$ cat config.mk
export PLATFORM = sky130hd
export DESIGN_NAME = mem_arbiter_flat
export DESIGN_NICKNAME = d
export VERILOG_FILES = /design/src/rtl/mem_arbiter_if.sv /design/src/rtl/mem_arbiter.sv /design/src/flat_wrapper.sv
export SDC_FILE = /design/constraint.sdc
export NUM_CORES = 1
export LEC_CHECK = 0
export BUFFER_PORTS_ARGS = -buffer_cell sky130_fd_sc_hd__buf_4
export CORE_MARGIN = 5
export CORE_UTILIZATION = 45
export CTS_CLUSTER_DIAMETER = 60
export DETAILED_ROUTE_END_ITERATION = 12
export PLACE_DENSITY = 0.8
export SLEW_MARGIN = 5
export SYNTH_ARGS = -nofsm -noshare
export SYNTH_HDL_FRONTEND = slang
export SYNTH_SLANG_ARGS = --single-unit
$ cat constraint.sdc
create_clock -name clk -period 2.7 [get_ports clk]
set_input_delay 0.81 -clock clk [delete_from_list [all_inputs] [get_ports clk]]
set_output_delay 0.81 -clock clk [all_outputs]
set_load 0.02 [all_outputs]
$ cat src/rtl/mem_arbiter_if.sv
// Bundle of requester-side and memory-side signals for mem_arbiter.
// The slave modport is the arbiter's view; master is the requesters plus memory.
interface mem_arbiter_if #(
  parameter int NUM_CH = 2,
  parameter int ADDR_W = 12,
  parameter int DATA_W = 32
);
  // requester side
  logic [NUM_CH-1:0]        req;
  logic [NUM_CH-1:0]        lock;
  logic [NUM_CH-1:0]        we;
  logic [NUM_CH*ADDR_W-1:0] addr;
  logic [NUM_CH*DATA_W-1:0] wdata;
  logic [NUM_CH-1:0]        gnt;
  logic [NUM_CH-1:0]        ack;
  logic [NUM_CH-1:0]        err;
  logic [DATA_W-1:0]        rdata;

  // memory side
  logic                     mem_en;
  logic                     mem_we;
  logic [ADDR_W-1:0]        mem_addr;
  logic [DATA_W-1:0]        mem_wdata;
  logic [DATA_W-1:0]        mem_rdata;
  logic                     mem_ready;

  modport slave (
    input  req, lock, we, addr, wdata, mem_rdata, mem_ready,
    output gnt, ack, err, rdata, mem_en, mem_we, mem_addr, mem_wdata
  );

  modport master (
    output req, lock, we, addr, wdata, mem_rdata, mem_ready,
    input  gnt, ack, err, rdata, mem_en, mem_we, mem_addr, mem_wdata
  );
endinterface

$ cat src/rtl/mem_arbiter.sv
// Multi-channel memory arbiter: fixed-priority or round-robin selection,
// bus locking for back-to-back owner transfers, and an optional access timeout.
// The interface instance must be built with the same NUM_CH/ADDR_W/DATA_W.
module mem_arbiter #(
  parameter int NUM_CH  = 2,
  parameter int ADDR_W  = 12,
  parameter int DATA_W  = 32,
  parameter int RR_MODE = 0,
  parameter int TIMEOUT = 16
) (
  input  logic          clk,
  input  logic          nrst,
  mem_arbiter_if.slave  bus
);

  localparam int OW_W    = (NUM_CH > 1) ? $clog2(NUM_CH) : 1;
  localparam int CNT_W   = (TIMEOUT > 1) ? $clog2(TIMEOUT) : 1;
  // counter value at which one more stalled cycle means timeout
  localparam int TO_LAST = (TIMEOUT > 0) ? TIMEOUT - 1 : 0;

  typedef enum logic [1:0] {
    IDLE   = 2'd0,
    ACCESS = 2'd1,
    OWNED  = 2'd2
  } state_t;

  state_t              state_reg,     state_next;
  logic [OW_W-1:0]     owner_reg,     owner_next;
  logic [NUM_CH-1:0]   gnt_reg,       gnt_next;
  logic [NUM_CH-1:0]   ack_reg,       ack_next;
  logic [NUM_CH-1:0]   err_reg,       err_next;
  logic [DATA_W-1:0]   rdata_reg,     rdata_next;
  logic                mem_en_reg,    mem_en_next;
  logic                mem_we_reg,    mem_we_next;
  logic [ADDR_W-1:0]   mem_addr_reg,  mem_addr_next;
  logic [DATA_W-1:0]   mem_wdata_reg, mem_wdata_next;
  logic [OW_W-1:0]     rr_ptr_reg,    rr_ptr_next;
  logic [CNT_W-1:0]    cnt_reg,       cnt_next;

  logic [ADDR_W-1:0]   ch_addr  [NUM_CH];
  logic [DATA_W-1:0]   ch_wdata [NUM_CH];
  logic [OW_W-1:0]     win;
  logic                load;
  logic [OW_W-1:0]     load_ch;
  logic [OW_W-1:0]     ptr_after_owner;

  // unpack the flat per-channel address and write-data buses
  for (genvar gi = 0; gi < NUM_CH; gi++) begin : g_unpack
    assign ch_addr[gi]  = bus.addr[gi*ADDR_W +: ADDR_W];
    assign ch_wdata[gi] = bus.wdata[gi*DATA_W +: DATA_W];
  end

  // winner search: from channel 0 in fixed mode, from rr_ptr (wrapping) in round-robin
  always_comb begin : p_winner
    int   idx;
    logic found;
    win   = '0;
    found = 1'b0;
    idx   = 0;
    for (int k = 0; k < NUM_CH; k++) begin
      idx = (RR_MODE != 0) ? ((int'(rr_ptr_reg) + k) % NUM_CH) : k;
      if (!found && bus.req[idx]) begin
        win   = OW_W'(idx);
        found = 1'b1;
      end
    end
  end

  // round-robin pointer moves just past the channel that completed
  assign ptr_after_owner = (owner_reg == OW_W'(NUM_CH - 1)) ? '0 : owner_reg + OW_W'(1);

  // next-state and output logic; ack/err are pulses so they default to zero
  always_comb begin
    state_next     = state_reg;
    owner_next     = owner_reg;
    gnt_next       = gnt_reg;
    ack_next       = '0;
    err_next       = '0;
    rdata_next     = rdata_reg;
    mem_en_next    = mem_en_reg;
    mem_we_next    = mem_we_reg;
    mem_addr_next  = mem_addr_reg;
    mem_wdata_next = mem_wdata_reg;
    rr_ptr_next    = rr_ptr_reg;
    cnt_next       = cnt_reg;
    load           = 1'b0;
    load_ch        = owner_reg;

    case (state_reg)
      IDLE: begin
        // a nonzero ack_reg marks the dead cycle right after a completion
        if ((bus.req != '0) && (ack_reg == '0)) begin
          load       = 1'b1;
          load_ch    = win;
          state_next = ACCESS;
        end
      end

      ACCESS: begin
        if (bus.mem_ready) begin
          // memory completion beats a coincident timeout
          ack_next    = gnt_reg;
          mem_en_next = 1'b0;
          cnt_next    = '0;
          rr_ptr_next = ptr_after_owner;
          if (!mem_we_reg) begin
            rdata_next = bus.mem_rdata;
          end
          if (bus.lock[owner_reg]) begin
            state_next = OWNED;
          end else begin
            state_next = IDLE;
            gnt_next   = '0;
          end
        end else if ((TIMEOUT > 0) && (cnt_reg == CNT_W'(TO_LAST))) begin
          // give up: flag the owner, keep rdata, drop any lock
          ack_next    = gnt_reg;
          err_next    = gnt_reg;
          mem_en_next = 1'b0;
          cnt_next    = '0;
          rr_ptr_next = ptr_after_owner;
          state_next  = IDLE;
          gnt_next    = '0;
        end else if (TIMEOUT > 0) begin
          cnt_next = cnt_reg + CNT_W'(1);
        end
      end

      OWNED: begin
        // only the locked owner is looked at; everyone else waits
        if (bus.req[owner_reg]) begin
          load       = 1'b1;
          load_ch    = owner_reg;
          state_next = ACCESS;
        end else if (!bus.lock[owner_reg]) begin
          state_next = IDLE;
          gnt_next   = '0;
        end
      end

      default: begin
        state_next = IDLE;
        gnt_next   = '0;
        mem_en_next = 1'b0;
      end
    endcase

    // start of a transaction: capture the channel's fields for the whole access
    if (load) begin
      owner_next     = load_ch;
      gnt_next       = NUM_CH'(1) << load_ch;
      mem_en_next    = 1'b1;
      mem_we_next    = bus.we[load_ch];
      mem_addr_next  = ch_addr[load_ch];
      mem_wdata_next = ch_wdata[load_ch];
      cnt_next       = '0;
    end
  end

  // state and datapath registers, cleared asynchronously
  always_ff @(posedge clk or negedge nrst) begin
    if (!nrst) begin
      state_reg     <= IDLE;
      owner_reg     <= '0;
      gnt_reg       <= '0;
      ack_reg       <= '0;
      err_reg       <= '0;
      rdata_reg     <= '0;
      mem_en_reg    <= 1'b0;
      mem_we_reg    <= 1'b0;
      mem_addr_reg  <= '0;
      mem_wdata_reg <= '0;
      rr_ptr_reg    <= '0;
      cnt_reg       <= '0;
    end else begin
      state_reg     <= state_next;
      owner_reg     <= owner_next;
      gnt_reg       <= gnt_next;
      ack_reg       <= ack_next;
      err_reg       <= err_next;
      rdata_reg     <= rdata_next;
      mem_en_reg    <= mem_en_next;
      mem_we_reg    <= mem_we_next;
      mem_addr_reg  <= mem_addr_next;
      mem_wdata_reg <= mem_wdata_next;
      rr_ptr_reg    <= rr_ptr_next;
      cnt_reg       <= cnt_next;
    end
  end

  assign bus.gnt       = gnt_reg;
  assign bus.ack       = ack_reg;
  assign bus.err       = err_reg;
  assign bus.rdata     = rdata_reg;
  assign bus.mem_en    = mem_en_reg;
  assign bus.mem_we    = mem_we_reg;
  assign bus.mem_addr  = mem_addr_reg;
  assign bus.mem_wdata = mem_wdata_reg;

endmodule

$ cat src/flat_wrapper.sv
// flat-port wrapper written by rule: the top's interface ports become plain ports
module mem_arbiter_flat 
#(
  parameter int NUM_CH  = 2,
  parameter int ADDR_W  = 12,
  parameter int DATA_W  = 32,
  parameter int RR_MODE = 0,
  parameter int TIMEOUT = 16
)
  (clk, nrst, bus_req, bus_lock, bus_we, bus_addr, bus_wdata, bus_mem_rdata, bus_mem_ready, bus_gnt, bus_ack, bus_err, bus_rdata, bus_mem_en, bus_mem_we, bus_mem_addr, bus_mem_wdata);
  mem_arbiter_if #(.NUM_CH(NUM_CH), .ADDR_W(ADDR_W), .DATA_W(DATA_W)) bus_i ();
  input  logic clk;
  input  logic nrst;
  input wire logic [$bits(bus_i.req)-1:0] bus_req;
  input wire logic [$bits(bus_i.lock)-1:0] bus_lock;
  input wire logic [$bits(bus_i.we)-1:0] bus_we;
  input wire logic [$bits(bus_i.addr)-1:0] bus_addr;
  input wire logic [$bits(bus_i.wdata)-1:0] bus_wdata;
  input wire logic [$bits(bus_i.mem_rdata)-1:0] bus_mem_rdata;
  input wire logic [$bits(bus_i.mem_ready)-1:0] bus_mem_ready;
  output wire logic [$bits(bus_i.gnt)-1:0] bus_gnt;
  output wire logic [$bits(bus_i.ack)-1:0] bus_ack;
  output wire logic [$bits(bus_i.err)-1:0] bus_err;
  output wire logic [$bits(bus_i.rdata)-1:0] bus_rdata;
  output wire logic [$bits(bus_i.mem_en)-1:0] bus_mem_en;
  output wire logic [$bits(bus_i.mem_we)-1:0] bus_mem_we;
  output wire logic [$bits(bus_i.mem_addr)-1:0] bus_mem_addr;
  output wire logic [$bits(bus_i.mem_wdata)-1:0] bus_mem_wdata;
  assign bus_i.req = bus_req;
  assign bus_i.lock = bus_lock;
  assign bus_i.we = bus_we;
  assign bus_i.addr = bus_addr;
  assign bus_i.wdata = bus_wdata;
  assign bus_i.mem_rdata = bus_mem_rdata;
  assign bus_i.mem_ready = bus_mem_ready;
  assign bus_gnt = bus_i.gnt;
  assign bus_ack = bus_i.ack;
  assign bus_err = bus_i.err;
  assign bus_rdata = bus_i.rdata;
  assign bus_mem_en = bus_i.mem_en;
  assign bus_mem_we = bus_i.mem_we;
  assign bus_mem_addr = bus_i.mem_addr;
  assign bus_mem_wdata = bus_i.mem_wdata;
  mem_arbiter #(.NUM_CH(NUM_CH), .ADDR_W(ADDR_W), .DATA_W(DATA_W), .RR_MODE(RR_MODE), .TIMEOUT(TIMEOUT)) u_core (.clk(clk), .nrst(nrst), .bus(bus_i));
endmodule
==> impl_metrics.ini <==
[run_status]
status = finished clean

[setup_path]
cpPeakStageDelay_ns = 0.44
cp-end-kind = register
crit_path_top_delay_cell = or3b_4
critical_path_depth = 7
arrival_ns = 2.46
rr_worst_depth = 7
worstPathRequired_ns = 2.91
start_kind = register
cp_max_fo = 47
path_buf_inv = 2
worstSetupPathType = register to register
cp_cell_sequence = inv_1, ha_1, or3b_4, o22ai_4, buf_12, mux2i_1, a21oi_1
crit_family = simple AND/OR/NAND/NOR gates

[logic_synthesis]
synth.avg_cell_area_um2 = 12.0
synth_top_cell_area_share = 0.555
synth-seq-cells = 91
synth_area_leader_cell = dfrtp_1
ys_seq_area_frac = 0.555
syn_area_um2 = 4100
syn-instance-count = 343
synth_warnings = 0
syn_nets = 478
synth_cell_types = 37
synth_area_leaders = dfrtp_1, mux2i_1, mux2_2, a21oi_1, nor2_1

[timing]
min_period_over_period = 0.832
final_max_slew_viol_count = 0
fmax_mhz = 445
setup_tns_ns = 0
final_hold_viol_count = 0
finalSetupViolations = 0
slew_headroom = 0.668
finClkSkew_ns = 0.0130
rsz0062_at_grt = no
tightestPinTransition_ns = 0.497
fin_crit_ns = 2.25

[global_routing]
track_usage = 0.192
grt_max_degree = 95
antenna_found_initial = 0
grt_overflow = 0
grt_pass1_wl_mm = 17.3
grt_pass1_vias = 3462

[cells_and_area]
layoutNonFillerInstCount = 663
final_area_um2 = 5990
drive_above_1_share = 0.490
diodes = 0
nets = 685
layout-area-overhead-vs-synth_pct = 46.2

[placement]
hpwl_mm = 8.29
port_buffers = 212
dp.cells = 647
place_area_um2 = 5760
gp_congestion = 0.783

[detailed_routing]
routed_via_density = 5.13
drt_iter0_markers = 84
wirelength_mm = 10.8
antenna_left = 0
num_vias = 3400
dr.pass1.iters = 6
wl_per_cell_um = 16.2
drc = 0

[clocking]
hold_buffers = 0
clock_latency_ns = 0.35
cts_buffer_depth = 2
htreeDepth = 3
post_cts_buffers = 0
cts_resized = 0
cts_root_buffer = clkbuf_8
path_clk_slew_ns = 0.10
cts_tree = done
cts_buffers = 9
clock_sinks = 91

[die]
row_count = 34
io_pins = 213
dieWidth_um = 105
die_h_um = 105
die_area_um2 = 11100
start_util = 0.466
fp.coreArea_um2 = 8810

[pwr]
ir_drop_mv = 0.733
p_per_area_nw_per_um2 = 1250
p_leak_nw = 3.01

[hold_path]
hold_class = primary input to asynchronous set/reset pin

[flow_run]
cap_violations = 0
-- per-layer routing --
metal | vias to the layer above | GRT usage | part of all wire
met5 | - | 0 | 0
met4 | 0 | 0.0797 | 0.030
met2 | 157 | 0.327 | 0.51
li1 | 1621 | - | -
met3 | 26 | 0.0623 | 0.094
met1 | 1596 | 0.224 | 0.37
-- stage by stage --
step / util / setup slack [ns] / total power, W / hold slack [ns]
detailed placement: 0.654 / 0.453 / 0.00652 / 0.491
finish: 0.681 / 0.453 / 0.00750 / 0.392
global route: 0.681 / 0.333 / 0.00802 / 0.412
CTS: 0.681 / 0.470 / 0.00759 / 0.403
floorplan: - / 0.743 / 0.00505 / 0.514
global placement: 0.654 / 0.501 / 0.00638 / 0.479
-- final timing paths --
check / start / to / slack, ns
max: u_core.state_reg[0]$_DFFE_PN0P_ / u_core.bus.mem_addr[2]$_DFFE_PN0P_ / 0.45
min: nrst / u_core.bus.err[1]$_DFF_PN0_ / 0.39
max reg2reg: u_core.state_reg[0]$_DFFE_PN0P_ / u_core.bus.mem_addr[2]$_DFFE_PN0P_ / 0.45
min reg2reg: u_core.bus.rdata[28]$_DFFE_PN0P_ / u_core.bus.rdata[28]$_DFFE_PN0P_ / 0.51
max in group asynchronous: nrst / u_core.bus.mem_wdata[0]$_DFFE_PN0P_ / 1.64
min in group clk: u_core.bus.rdata[28]$_DFFE_PN0P_ / u_core.bus.rdata[28]$_DFFE_PN0P_ / 0.51
-- layout by cell type (no fill, tap or decap), drive strengths merged, types with 2 or more instances in the layout --
cell type / instances
buf: 216
dfrtp: 91
a21oi: 50
nor2: 49
mux2i: 46
mux2: 36
clkbuf: 10
inv: 10
and3: 6
nand2: 6
ha: 6
nand3b: 3
o22ai: 3
or2: 2
o21ai: 2
bufinv: 2
-- power by group --
group / leakage, nW / switching [W] / internal [W]
logic: 1.84 / 0.00221 / 0.00186
registers: 1.06 / 0.000368 / 0.00201
clock network: 0.114 / 0.000498 / 0.000557
-- cell families after synthesis --
logic type / Yosys count / synth area share
buffers and inverters: 27 / 0.0418
AO/OA/AOI/OAI: 64 / 0.0919
multiplexers: 82 / 0.211
adder cells (fa/ha/maj): 6 / 0.0183
flip-flops: 91 / 0.555
AND/OR/NAND/NOR: 73 / 0.0815
-- cells in the mapped netlist (all sizes together) --
library cell,count
nand2,6
a31o,1
o31ai,1
nand3b,3
mux2,36
a32o,1
mux2i,46
nor3,1
nor2,49
o2bb2ai,1
nand2b,1
a221o,1
buf,15
o31a,1
o22ai,3
and3,6
and4bb,1
or3b,1
dfrtp,91
ha,6
nor2b,1
inv,7
a21oi,50
clkbuf,5
a31oi,1
a221oi,1
or2,2
o21ai,2
a2bb2oi,1
nor3b,1
and2,1
-- layout make-up --
class / count / area (µm²)
fillers: 674 / 2810
flip-flops and latches: 91 / 2280
multi-input cells: 225 / 1660
repair buffers: 216 / 1660
clock buffers: 10 / 138
well taps: 108 / 135
clock inverters: 6 / 93.8
inverters: 7 / 26.3
-- worst reg2reg max path, delay by kind of cell, from the launching register on --
family,cells,cell delay [ns]
buffers and inverters,2,0.40
AOI/OAI and AO/OA,2,0.27
and+or+nand+nor,1,0.44
muxes,1,0.33
adders and majority gates,1,0.24
DFF,1,0.43
(Power assumes the default switching activity.)
